<file path="src/rtl/sindoku_grid_loader.sv">
// sindoku_grid_loader
// Writer side of the game core's grid storage. Accepts GRID_N*GRID_N puzzle
// digits followed by GRID_N*GRID_N solution digits on a valid/ready stream,
// validates each digit and emits row-major cell-write strobes.
//
// Ports:
//   Clk, Reset            clock, synchronous active-high reset
//   Start                 begin a load (IDLE only)
//   Ack                   return from DONE/ERR to IDLE
//   in_valid, in_digit    upstream digit stream
//   in_ready              combinational: high in LOADP/LOADS
//   wr_en                 one-cycle write strobe, cycle after acceptance
//   wr_sel                0 puzzle grid, 1 solution grid
//   wr_row, wr_col        target cell
//   wr_data               value to write
//   cell_count            digits accepted in current phase
//   err_code              0 none, 1 bad puzzle, 2 bad solution, 3 mismatch
//   q_Idle..q_Err         one-hot state decode
//
// Optional feature macro: SINDOKU_LOADER_CONSISTENCY_EN
//   When defined, puzzle digits are recorded and each solution digit is
//   checked against a nonzero given at the same cell (err_code 3).

module sindoku_grid_loader #(
  parameter int unsigned GRID_N    = 9,
  parameter int unsigned DIGIT_W   = 5,
  parameter int unsigned MAX_DIGIT = 9
) (
  input  logic               Clk,
  input  logic               Reset,
  input  logic               Start,
  input  logic               Ack,
  input  logic               in_valid,
  input  logic [DIGIT_W-1:0] in_digit,
  output logic               in_ready,
  output logic               wr_en,
  output logic               wr_sel,
  output logic [3:0]         wr_row,
  output logic [3:0]         wr_col,
  output logic [DIGIT_W-1:0] wr_data,
  output logic [7:0]         cell_count,
  output logic [1:0]         err_code,
  output logic               q_Idle,
  output logic               q_LoadP,
  output logic               q_LoadS,
  output logic               q_Done,
  output logic               q_Err
);

  localparam int unsigned CELLS   = GRID_N * GRID_N;
  localparam int unsigned CNT_W   = 8;
  localparam int unsigned POS_W   = 4;
  localparam int unsigned STATE_W = 5;

  localparam logic [STATE_W-1:0] S_IDLE  = 5'b00001;
  localparam logic [STATE_W-1:0] S_LOADP = 5'b00010;
  localparam logic [STATE_W-1:0] S_LOADS = 5'b00100;
  localparam logic [STATE_W-1:0] S_DONE  = 5'b01000;
  localparam logic [STATE_W-1:0] S_ERR   = 5'b10000;

  logic [STATE_W-1:0] state, state_nxt;
  logic [POS_W-1:0]   row, col;
  logic [CNT_W-1:0]   cnt;
  logic               accept, bad_p, bad_s, mismatch, last_cell, write_ok;

  // State register
  always_ff @(posedge Clk) begin
    if (Reset) state <= S_IDLE;
    else       state <= state_nxt;
  end

  // Next-state logic; illegal encodings recover to IDLE
  always_comb begin
    state_nxt = state;
    case (state)
      S_IDLE:  if (Start) state_nxt = S_LOADP;
      S_LOADP: if (accept) begin
                 if (bad_p)          state_nxt = S_ERR;
                 else if (last_cell) state_nxt = S_LOADS;
               end
      S_LOADS: if (accept) begin
                 if (bad_s || mismatch) state_nxt = S_ERR;
                 else if (last_cell)    state_nxt = S_DONE;
               end
      S_DONE,
      S_ERR:   if (Ack) state_nxt = S_IDLE;
      default: state_nxt = S_IDLE;
    endcase
  end

  // Output / decode logic
  always_comb begin
    in_ready  = (state == S_LOADP) || (state == S_LOADS);
    accept    = in_valid && in_ready;
    bad_p     = in_digit > DIGIT_W'(MAX_DIGIT);
    bad_s     = (in_digit == '0) || (in_digit > DIGIT_W'(MAX_DIGIT));
    last_cell = cnt == CNT_W'(CELLS - 1);
    write_ok  = accept && (((state == S_LOADP) && !bad_p) ||
                           ((state == S_LOADS) && !bad_s && !mismatch));
    {q_Err, q_Done, q_LoadS, q_LoadP, q_Idle} = state;
    cell_count = cnt;
  end

  // Cursor, counter, error code and registered write port
  always_ff @(posedge Clk) begin
    if (Reset) begin
      row      <= '0;
      col      <= '0;
      cnt      <= '0;
      err_code <= '0;
      wr_en    <= 1'b0;
      wr_sel   <= 1'b0;
      wr_row   <= '0;
      wr_col   <= '0;
      wr_data  <= '0;
    end else begin
      wr_en <= 1'b0;
      if ((state == S_IDLE) && Start) begin
        row      <= '0;
        col      <= '0;
        cnt      <= '0;
        err_code <= '0;
      end
      if (accept && (state == S_LOADP) && bad_p) err_code <= 2'd1;
      if (accept && (state == S_LOADS)) begin
        if (bad_s)         err_code <= 2'd2;
        else if (mismatch) err_code <= 2'd3;
      end
      if (write_ok) begin
        wr_en   <= 1'b1;
        wr_sel  <= (state == S_LOADS);
        wr_row  <= row;
        wr_col  <= col;
        wr_data <= in_digit;
        if (last_cell) begin
          // Puzzle phase restarts the count; solution phase leaves it full
          row <= '0;
          col <= '0;
          cnt <= (state == S_LOADP) ? '0 : cnt + CNT_W'(1);
        end else begin
          cnt <= cnt + CNT_W'(1);
          if (col == POS_W'(GRID_N - 1)) begin
            col <= '0;
            row <= row + POS_W'(1);
          end else begin
            col <= col + POS_W'(1);
          end
        end
      end
    end
  end

`ifdef SINDOKU_LOADER_CONSISTENCY_EN
  localparam int unsigned IDX_W = (CELLS > 1) ? $clog2(CELLS) : 1;

  logic [DIGIT_W-1:0] given [CELLS];
  logic [DIGIT_W-1:0] given_rd;

  // Record puzzle givens; cell index equals the in-phase count
  always_ff @(posedge Clk) begin
    if (write_ok && (state == S_LOADP)) given[IDX_W'(cnt)] <= in_digit;
  end

  assign given_rd = given[IDX_W'(cnt)];
  assign mismatch = (state == S_LOADS) && (given_rd != '0) && (in_digit != given_rd);
`else
  assign mismatch = 1'b0;
`endif

endmodule
</file>
<file path="config.mk">
export PLATFORM = sky130hd
export DESIGN_NAME = sindoku_grid_loader
export DESIGN_NICKNAME = d
export VERILOG_FILES = /design/src/rtl/sindoku_grid_loader.sv
export SDC_FILE = /design/constraint.sdc
export NUM_CORES = 1
export LEC_CHECK = 0
export BUFFER_PORTS_ARGS = -buffer_cell sky130_fd_sc_hd__buf_2
export CAP_MARGIN = 20
export CORE_UTILIZATION = 57
export CTS_BUF_LIST = sky130_fd_sc_hd__clkbuf_16
export CTS_CLUSTER_DIAMETER = 60
export DETAILED_ROUTE_END_ITERATION = 8
export PLACE_DENSITY = 0.82
export SETUP_SLACK_MARGIN = 0.1
export SLEW_MARGIN = 20
export SYNTH_ARGS = -nofsm -noshare
export SYNTH_HDL_FRONTEND = slang
export SYNTH_SLANG_ARGS = --single-unit
</file>
<file path="constraint.sdc">
create_clock -name Clk -period 3.3 [get_ports Clk]
set_input_delay 0 -clock Clk [delete_from_list [all_inputs] [get_ports Clk]]
set_output_delay 0 -clock Clk [all_outputs]
set_load 0.005 [all_outputs]
</file>
==> results.ini <==
[outcome]
status=finished with violations
violations=negative hold slack

[worst_hold_path]
min_path_cells=3
worst_hold_startpoint=in_digit[2]
hold_end=wr_data[2]
hp-class=primary input to register

[finish]
final_util_pct=73.85
final_cell_mix=buf_2, nand2_1, dfxtp_1, a21oi_1, nor2_1
syn_to_final_growth_pct=22.67
final_nets=284
drive_gt1_share_pct=22.59
layout.cells.non_filler=314
insertedDiodeCount=0
final_common_cell=buf_2
finalInstanceArea_mm2=0.002255

[sta]
worstMarginPinSlew_ns=0.6973
max-slew-margin-rel_pct=53.52
rsz0062_at_grt=false
hold_slack_ns=-0.0002918
fmax_ghz=0.4469
finalHoldViolCount=1
slew_viol_final=0
post-route-min-period_ns=2.238
setup_slack_ns=1.062
setup_viol=0
finClkSkew_ns=0.002725
fin_crit_sh_pct=67.81
final.setup.tns_ns=0

[place]
place.port_buffers=40
routabilityCongestion=0.8561
dp_slack_ns=1.073
dp_cells=303
dpl.hpwl_mm=2.691
dpl-instance-area_mm2=0.002083

[yosys]
synthArstFlopShare_pct=0
synthMuxAreaShare_pct=1.225
ys_types=43
synth-simple-area-share_pct=30.97
synth-seq-cells=38
netlist_area_mm2=0.001838
synth_compound_area_share_pct=18.45
ys.warnings.count=0
postSynthAreaPerCell_um2=8.205
yosys.area_share.adder_pct=3.404
synth_xor_area_share_pct=0.9530
ys.flop_type=dfxtp_1
synth_top_family_by_area=simple AND/OR/NAND/NOR gates
synth-edff-count=0
syn_nets=239
synthCells=224
ys_seq_area_share_pct=41.39

[drt]
via_per_inst=5.675
wl_met1_mm=1.841
drt_iter0_markers=92
drt_wl_total_mm=3.995
drt-wirelength-per-cell_um=12.72
drt_pass1_iterations=5
top_layer=met4
dr_total_vias=1782
ant_nets=0
wl_met3_um=242
drc=0
dr_wl_met2_mm=1.856

[worst_setup_path]
worstPathArrival_ns=2.41
startpoint_type=register
worstSetupPathType=register to register
r2r-start=state[4]
endpoint_kind=register
r2r_slack_ns=1.06
path_max_fanout=10
reg2reg_to=col[1]
r2r.worst_path.cells=6
cp.required_ns=3.47

[power_and_ir_drop]
ir_worst_vdd_uv=321.7
p_leak_nw=0.9468
powerDensity_mw_per_mm2=454.0

[clocking]
cts.path.max_buffers=2
cts.sinks=38
cts_resized=0
htree_levels=2
worstSkewPairLatency_ns=0.28
path_clk_slew_ns=0.06
cts_tree=yes
cts_made_buffers=5
cts_root_buf=clkbuf_16

[global_route]
grt_pass1_vias=1527
grt_use_total_pct=24.86
grt_pass1_wl_mm=6.575
grt_overflow_total=0
grt_max_degree=31
antenna_found_initial=0

[die]
die_x_um=58.79
fp.dieH_um=58.79
io_pins=41
coreArea_mm2=0.003053
initial_core_util_pct=60.20
dieArea_mm2=0.003456
row_count=20

[job]
max_cap_viol_count=0

power by group:
group | switching, mW | internal [mW] | total [mW]
Clock | 0.180 | 0.275 | 0.455
Combinational | 0.0574 | 0.0387 | 0.0961
Sequential | 0.00811 | 0.464 | 0.472
Total | 0.245 | 0.778 | 1.02
registers in the layout, indices dropped and copies added, names as in the netlist:
register    cells
cell_count      8
state           5
wr_data         5
col             4
row             4
wr_col          4
wr_row          4
err_code        2
wr_en           1
wr_sel          1
cell usage after synthesis (2+ instances only):
master     number  area (um^2)
a21oi_1        17        85.08
a221o_1         4        40.04
a22o_1          2        17.52
a22oi_1         2        15.01
a31oi_1         2        12.51
and3_1          8        50.05
buf_2           2        10.01
clkbuf_1        5        18.77
dfxtp_1        38        760.7
ha_1            5        62.56
inv_1           9        33.78
mux2_2          2        22.52
nand2_1        38        142.6
nand2b_1        4        25.02
nand3_1        14        70.07
nor2_1         16        60.06
nor2b_1         2        12.51
nor3_1          7        35.03
nor3b_1         2        15.01
nor4_1          6        37.54
nor4b_1         3        26.28
o2111ai_1       2        17.52
o211ai_1        2        15.01
o21a_1          3        22.52
o21ai_0         6        30.03
o41ai_1         2        17.52
or2_2           2        12.51
or3_1           2        12.51
or3_4           3        33.78
timing repair:
item                                   4_1_cts  5_1_grt
setup buffers                                0        0
endpoints found under the hold margin        3        0
hold buffers                                 3        0
worst max-delay path by stage:
| stage | startpoint | slack, ns | to | cells after the start |
|---|---|---|---|---|
| after CTS | state[4] | 1.06 | col[1] | 6 |
| after global routing | in_digit[1] | 0.80 | cell_count[0] | 6 |
| after detailed placement | state[4] | 1.07 | col[1] | 6 |
| after floorplan | state[4] | 1.14 | state[0] | 5 |
| after global placement | state[4] | 1.12 | state[0] | 5 |
| final | state[4] | 1.06 | col[1] | 6 |
cells by family after synthesis:
kind of cell	after synthesis
AND/OR/NAND/NOR	111
adder cells (fa/ha/maj)	5
multiplexers	2
XOR/XNOR	2
flip-flops	38
AO/OA/AOI/OAI	49
buffers and inverters	17
routing by layer:
metal,global-route usage (%),vias up
li1,-,898
met1,32.38,818
met2,40.42,60
met3,5.495,6
met4,8.844,0
met5,0,-
critical path, stage by stage (launching register included):
cell	delay (ns)
dfxtp_1	0.37
or3_4	0.44
or3_4	0.40
nor3_2	0.45
buf_4	0.26
nor3_1	0.05
o21a_1	0.16
stage by stage:
step	hold WS [ns]	power, mW
5_1_grt	0.006891	1.064
6_report	-0.0002918	1.024
2_1_floorplan	0.1360	0.5449
4_1_cts	0.004193	1.030
3_3_place_gp	0.2699	0.5744
3_5_place_dp	0.2684	0.5751
final cells by class:
cell class / instances / area, um^2
clock buffers: 5 / 125.1
inverters: 9 / 33.78
repair buffers: 46 / 252.7
well taps: 44 / 55.05
clock inverters: 3 / 16.27
fillers: 263 / 798.3
multi-input cells: 169 / 1011
flip-flops and latches: 38 / 760.7
Power figures use the tool's default switching activity.
